[config.mk]
export PLATFORM = sky130hd
export DESIGN_NAME = jzjpcc_wbarbiter
export DESIGN_NICKNAME = d
export VERILOG_FILES = /design/src/rtl/jzjpcc_wbarbiter.sv
export SDC_FILE = /design/constraint.sdc
export NUM_CORES = 1
export LEC_CHECK = 0
export CORE_UTILIZATION = 35
export CTS_BUF_LIST = sky130_fd_sc_hd__clkbuf_8
export DETAILED_ROUTE_END_ITERATION = 7
export PLACE_DENSITY = 0.66
export SETUP_SLACK_MARGIN = 0.1
export SLEW_MARGIN = 20
export SYNTH_ARGS = -nofsm -noshare
export SYNTH_HDL_FRONTEND = slang
export SYNTH_SLANG_ARGS = --single-unit
[constraint.sdc]
create_clock -name clock -period 5.9 [get_ports clock]
set_input_delay 1.18 -clock clock [delete_from_list [all_inputs] [get_ports clock]]
set_output_delay 1.18 -clock clock [all_outputs]
set_load 0.02 [all_outputs]
[src/rtl/jzjpcc_wbarbiter.sv]
// Register-file write-port arbiter between pipeline writeback and the multicycle unit,
// with a pending-destination scoreboard and starvation hold. Optional counters: JZJPCC_WBARB_COUNTERS_EN.
module jzjpcc_wbarbiter #(
  parameter int unsigned STARVE_LIMIT = 4
) (
  input  logic        clock,
  input  logic        reset,
  input  logic [4:0]  wbAddr,
  input  logic [31:0] wbData,
  input  logic        wbWriteEn,
  input  logic        issueValid,
  input  logic [4:0]  issueRd,
  output logic        issueReady,
  input  logic        mcuValid,
  input  logic [4:0]  mcuRd,
  input  logic [31:0] mcuData,
  output logic        mcuReady,
  input  logic [4:0]  rs1Addr,
  input  logic [4:0]  rs2Addr,
  input  logic [4:0]  decodeRd,
  output logic        hazardStall,
  output logic        pipelineHold,
  output logic [4:0]  rdAddr,
  output logic [31:0] rd,
  output logic        rdWriteEn
`ifdef JZJPCC_WBARB_COUNTERS_EN
  ,
  output logic [31:0] conflictCount,
  output logic [31:0] starveCount
`endif
);

  localparam logic [3:0] LIMIT = 4'(STARVE_LIMIT);

  // Bit 0 is kept at zero so x0 can be indexed like any other register.
  logic [31:0] pending_q, pending_d;
  logic [3:0]  wait_count_q, wait_count_d;
  logic        hold_q, hold_d;

  logic        mcu_win;
  logic        pipe_win;

  always_comb begin
    // NOTE: every always_comb output gets a default first so no path can infer a latch.
    mcu_win   = 1'b0;
    pipe_win  = 1'b0;
    rdAddr    = 5'd0;
    rd        = 32'd0;
    rdWriteEn = 1'b0;

    if (hold_q) begin
      mcu_win = mcuValid;
    end else if (wbWriteEn) begin
      pipe_win = 1'b1;
    end else begin
      mcu_win = mcuValid;
    end

    if (pipe_win) begin
      rdAddr    = wbAddr;
      rd        = wbData;
      rdWriteEn = (wbAddr != 5'd0);
    end else if (mcu_win) begin
      rdAddr    = mcuRd;
      rd        = mcuData;
      rdWriteEn = (mcuRd != 5'd0);
    end
  end

  assign mcuReady     = mcu_win;
  assign pipelineHold = hold_q;

  // Acceptance looks only at the registered scoreboard, never at a same-cycle clear.
  assign issueReady  = issueValid && ((issueRd == 5'd0) || !pending_q[issueRd]);
  assign hazardStall = ((rs1Addr  != 5'd0) && pending_q[rs1Addr])  ||
                       ((rs2Addr  != 5'd0) && pending_q[rs2Addr])  ||
                       ((decodeRd != 5'd0) && pending_q[decodeRd]);

  always_comb begin
    pending_d = pending_q;
    if (issueReady && (issueRd != 5'd0)) pending_d[issueRd] = 1'b1;
    if (mcu_win && (mcuRd != 5'd0))      pending_d[mcuRd]   = 1'b0;
    pending_d[0] = 1'b0;

    wait_count_d = 4'd0;
    if (mcuValid && !mcu_win) begin
      wait_count_d = (wait_count_q >= LIMIT) ? LIMIT : wait_count_q + 4'd1;
    end
    hold_d = (wait_count_d == LIMIT) && !mcu_win;
  end

  always_ff @(posedge clock or posedge reset) begin
    if (reset) begin
      pending_q    <= 32'd0;
      wait_count_q <= 4'd0;
      hold_q       <= 1'b0;
    end else begin
      // NOTE: state registers use non-blocking assignments so all flops update from pre-edge values.
      pending_q    <= pending_d;
      wait_count_q <= wait_count_d;
      hold_q       <= hold_d;
    end
  end

`ifdef JZJPCC_WBARB_COUNTERS_EN
  logic [31:0] conflict_count_q, conflict_count_d;
  logic [31:0] starve_count_q, starve_count_d;

  always_comb begin
    conflict_count_d = conflict_count_q + {31'd0, (wbWriteEn && mcuValid)};
    starve_count_d   = starve_count_q + {31'd0, hold_d};
  end

  always_ff @(posedge clock or posedge reset) begin
    if (reset) begin
      conflict_count_q <= 32'd0;
      starve_count_q   <= 32'd0;
    end else begin
      conflict_count_q <= conflict_count_d;
      starve_count_q   <= starve_count_d;
    end
  end

  assign conflictCount = conflict_count_q;
  assign starveCount   = starve_count_q;
`endif

  // Protocol checks on the upstream stages.
  a_no_wb_during_hold: assert property (@(posedge clock) disable iff (reset)
    !(hold_q && wbWriteEn));
  a_no_wb_to_pending: assert property (@(posedge clock) disable iff (reset)
    !(wbWriteEn && (wbAddr != 5'd0) && pending_q[wbAddr]));

endmodule

* Word-level counts from Yosys, hierarchy flattened *
Cells that the tools add are included.

cells by class
  equality and inequality tests = 1
  $add $sub $neg = 1
  bitwise logic cells = 3
  $lt $le $gt $ge = 8
  reduce and logical (&&, ||, !) cells = 22
  mux-type cells = 26

operator list
  cell                                                                                  number
  32-bit 2-to-1 mux                                                                     4
  32-bit bitwise AND                                                                    1
  32-bit inverter                                                                       1
  32-bit OR                                                                             1
  5-bit by 6-bit < comparator with 1-bit output (second input constant)                 5
  5-bit nonzero test                                                                    6
  1-bit binary-select mux with 5-bit select                                             4
  1-bit 2-to-1 mux                                                                      12
  1-bit demux with 5-bit select                                                         2
  5-bit by 1-bit greater-or-equal comparator with 1-bit output (second input constant)  2
  1-bit logical AND                                                                     10
  5-bit 2-to-1 mux                                                                      2
  4-bit 2-to-1 mux                                                                      2
  5-bit logical NOT                                                                     1
  4-bit by 1-bit adder with 4-bit output (second input constant)                        1
  4-bit by 3-bit == test with 1-bit output (second input constant)                      1
  4-bit by 3-bit greater-or-equal comparator with 1-bit output (second input constant)  1
  1-bit logical OR                                                                      3
  1-bit logical NOT                                                                     2

word-level totals
  input bits = 99
  logic and storage cells = 64
  output and inout bits = 42
  register bits after elaboration = 36

* Logic depth before layout (Yosys ltp) *
  depth after elaboration = 9
  mapped depth = 6

* Worst setup path after synthesis *
No wires, ideal clock.

  path type = input-to-output
  from = input port decodeRd[0]
  to = output port hazardStall
  arrival time = 2.989 ns
  stages on the path = 6
  required time = 4.720 ns
  slack = 1.731 ns
  cells stage by stage = clkbuf_1 > mux4_2 > mux2_2 > nand3_1 > o311ai_0 > or4_1

on the way
  word-level cells in the longest chain between the ends = 4
  elaborated cells between the ends (all ways) = 5

ends and longest elaborated chain
  what                                       line  text
  from (decl)                                20    input logic [4:0] decodeRd,
  1-bit binary-select mux with 5-bit select  77    ((decodeRd != 5'd0) && pending_q[decodeRd]);
  1-bit 2-to-1 mux (not written as such)     77
  1-bit logical AND (*)                      77
  1-bit logical OR (*)                       76    ((rs2Addr != 5'd0) && pending_q[rs2Addr]) ||
  to (decl)                                  21    output logic hazardStall,

Every way passes the cells marked *; elsewhere a longest branch is shown, timed or not. The select of a mux whose other input is x is not followed.

* Final worst setup path *
  from = input port rs1Addr[0]
  to = output port hazardStall

on the way
  word-level cells in the longest chain between the ends = 5
  elaborated cells between the ends (all ways) = 6

ends and longest elaborated chain
  what                                       line  text
  from (decl)                                18    input logic [4:0] rs1Addr,
  1-bit binary-select mux with 5-bit select  75    assign hazardStall = ((rs1Addr != 5'd0) && pending_q[rs1Addr]) ||
  1-bit 2-to-1 mux (not written as such)     75
  1-bit logical AND (*)                      75
  1-bit logical OR (*)                       75
  1-bit logical OR (*)                       76

Marks and branches as above.

==> impl_metrics.py <==
metrics = {
    "routing": {
        "wl_mm": 11.7,
        "wl_per_cell_um": 18.8,
        "via_per_inst": 5.75,
        "drt_iter0_markers": 202,
        "num_vias": 3574,
        "drcViolationCount": 0,
        "ant_nets": 0,
        "firstDrtPassIters": 4,
    },
    "synth": {
        "syn_nets": 491,
        "synth-edff-count": 0,
        "synth_area_per_cell_um2": 8.39,
        "synth_top_cell_area_share_pct": 27.4,
        "yosys_register_bits": 36,
        "yosysWarningCount": 0,
        "synth_commonest_cells": "nand2_1, nor2_1, o21ai_0",
        "yosysMostFrequentCell": "nand2_1",
        "ys_types": 51,
        "ys.flop_type": "dfrtp_1",
        "synth_cells": 391,
        "synthArstFlopShare_pct": 100,
        "synth_largest_area_cell": "dfrtp_1",
        "synth_area_mm2": 0.00328,
        "netlist_top_cells_area": "dfrtp_1, mux4_2, nand2_1",
        "seq_area_frac_synth_pct": 27.4,
    },
    "clocking": {
        "cts_tree": "done",
        "htreeDepth": 2,
        "post-cts-setup-buffer-count": 0,
        "cts_inserted_buffers": 5,
        "cts.sinks": 36,
        "hold_buffers": 0,
        "cts.reportedPaths.clkPinSlew_ns": 0.08,
        "clockBufferDepth": 2,
        "cts-resized-gates": 0,
        "cts-root-buf": "clkbuf_8",
        "clk_latency_ns": 0.29,
    },
    "layout": {
        "syn_to_final_growth_pct": 47.2,
        "stdcell_area_mm2": 0.00483,
        "n_fill_cell": 822,
        "num-nets-final": 612,
        "drive_above_1_share_pct": 8.58,
        "instances_no_fill": 622,
        "multi_input_area_mm2": 0.00223,
        "seq_area_um2": 901,
    },
    "floorplanning": {
        "start_util_pct": 36.9,
        "die_x_um": 98.8,
        "die_h_um": 98.8,
        "dieArea_mm2": 0.00977,
        "rows": 34,
        "core_area_mm2": 0.00889,
        "io_pins": 141,
    },
    "global_route": {
        "track_usage_pct": 24.4,
        "gr-total-overflow": 0,
        "grt_pass1_vias": 3538,
        "grt_max_degree": 37,
        "antenna_found_initial": 1,
        "grt_pass1_wl_mm": 18.5,
    },
    "timing": {
        "max_freq_mhz": 187,
        "finalWorstSetupSlack_ns": 0.558,
        "relSlewSlack_pct": 55.3,
        "skew_ns": 0.00706,
        "rsz0062_at_grt": "false",
        "timing.setup.tns_ns": 0,
        "setup_viol": 0,
        "worst_pin_slew_ns": 0.669,
        "finalHoldViolations": 0,
        "layout_min_cycle_time_ns": 5.34,
        "period_share_pct": 90.5,
        "finalHoldWorstSlack_ns": 0.465,
        "maxSlewViolCount": 0,
    },
    "worst_setup_path": {
        "setup.worst_path.start": "rs1Addr[0]",
        "crit_path_end_kind": "output port",
        "critPathKind": "in -> out",
        "cp-start-kind": "primary input",
        "r2r_slack_ns": 3.85,
        "path_cells": "clkdlybuf4s50_1 > mux4_1 > mux2_2 > o22ai_2 > nor2_1 > or4_1 > clkdlybuf4s50_1",
        "crit_fanout": 11,
        "arrival_ns": 4.16,
        "rr_endpoint": "pending_q[26]",
        "cpMostUsedCell": "clkdlybuf4s50_1",
        "cp_slowest_stage_delay_ns": 0.80,
        "crit_end": "hazardStall",
        "regToRegStartpoint": "pending_q[27]",
        "critPathSlowestCell": "clkdlybuf4s50_1",
        "r2r_cells": 4,
        "required_ns": 4.72,
    },
    "hold_path": {
        "min_path_type": "reg -> reg",
        "min_path_cells": 1,
    },
    "place": {
        "place_congestion": 0.898,
        "dpl.hpwl_mm": 9.20,
        "dp_cells": 613,
        "place_ws_ns": 0.575,
        "place_area_mm2": 0.00472,
        "port_buffers": 140,
    },
    "power": {
        "max-vdd-ir-drop_uv": 118,
        "p_leak_nw": 1.91,
        "p_per_area_mw_per_mm2": 222,
    },
    "job": {
        "cap_viol_max_count": 0,
    },
    "run_status": {
        "status": "finished, final reports clean",
    },
}
-- critical path, delay by kind of cell --
kind	cells	cell delay, ns
mux	2	0.92
compound gates	1	0.13
buf+inv	2	1.35
simple gates	2	0.58
-- report_power, final --
group          switching (W)  total (W)  internal (W)
Sequential          0.000107   0.000412      0.000305
Clock              0.0000913   0.000215      0.000124
Combinational       0.000180   0.000444      0.000264
Total               0.000378    0.00107      0.000693
-- routing by layer --
metal,GRT usage (%),part of all wire (%),vias up
met2,40.3,48,184
met1,30.1,39,1681
met5,0,0,-
met3,6.17,8.6,35
li1,-,-,1674
met4,11.0,4.3,0
-- layout make-up --
cell class	count	area share, %
multi-input cells	318	46.1
flip-flops and latches	36	18.6
inverters	7	0.544
diodes	1	0.0518
clock buffers	5	1.42
well taps	108	2.80
repair buffers	144	29.6
clock inverters	3	0.803
-- stage by stage --
stage,utilization (%),total power [W]
after floorplan,-,0.000642
after global placement,53.1,0.000848
after detailed placement,53.1,0.000856
after CTS,54.3,0.00107
after global routing,54.3,0.00113
final,54.3,0.00107
-- cells in the final DEF, fill, tap and decap left out, types with 8 or more instances in the layout --
| master | netlist | final |
|---|---|---|
| nor2_1 | 42 | 42 |
| inv_1 | 7 | 8 |
| mux2_2 | 8 | 8 |
| mux4_2 | 17 | 17 |
| o21ai_0 | 39 | 39 |
| dfrtp_1 | 36 | 36 |
| a21oi_1 | 12 | 12 |
| nand2_1 | 84 | 84 |
| clkdlybuf4s50_1 | 0 | 140 |
| o22a_1 | 16 | 16 |
| mux2i_1 | 9 | 9 |
| nor2b_1 | 15 | 14 |
-- how the worst min path moves through the flow --
stage	start	end	slack [ns]
after floorplan	wait_count_q[0]	wait_count_q[0]	0.43
after global placement	wait_count_q[0]	wait_count_q[0]	0.45
after detailed placement	wait_count_q[0]	wait_count_q[0]	0.46
after CTS	wait_count_q[0]	wait_count_q[0]	0.46
after global routing	wait_count_q[0]	wait_count_q[0]	0.49
final	wait_count_q[0]	wait_count_q[0]	0.47
-- cells by family after synthesis --
| logic type | count (synthesis) | share of synthesized area [%] |
|---|---|---|
| AOI/OAI and AO/OA | 100 | 20.8 |
| muxes | 40 | 22.0 |
| adders and majority gates | 1 | 0.381 |
| DFF | 36 | 27.4 |
| and+or+nand+nor | 176 | 24.4 |
| buffers and inverters | 37 | 4.88 |
| other | 1 | 0.114 |
-- flip-flops by register name, summed over array words and instances (netlist names) --
register and flops:
pipelineHold 1, wait_count_q 4, pending_q 31
Power figures use the tool's default switching activity.
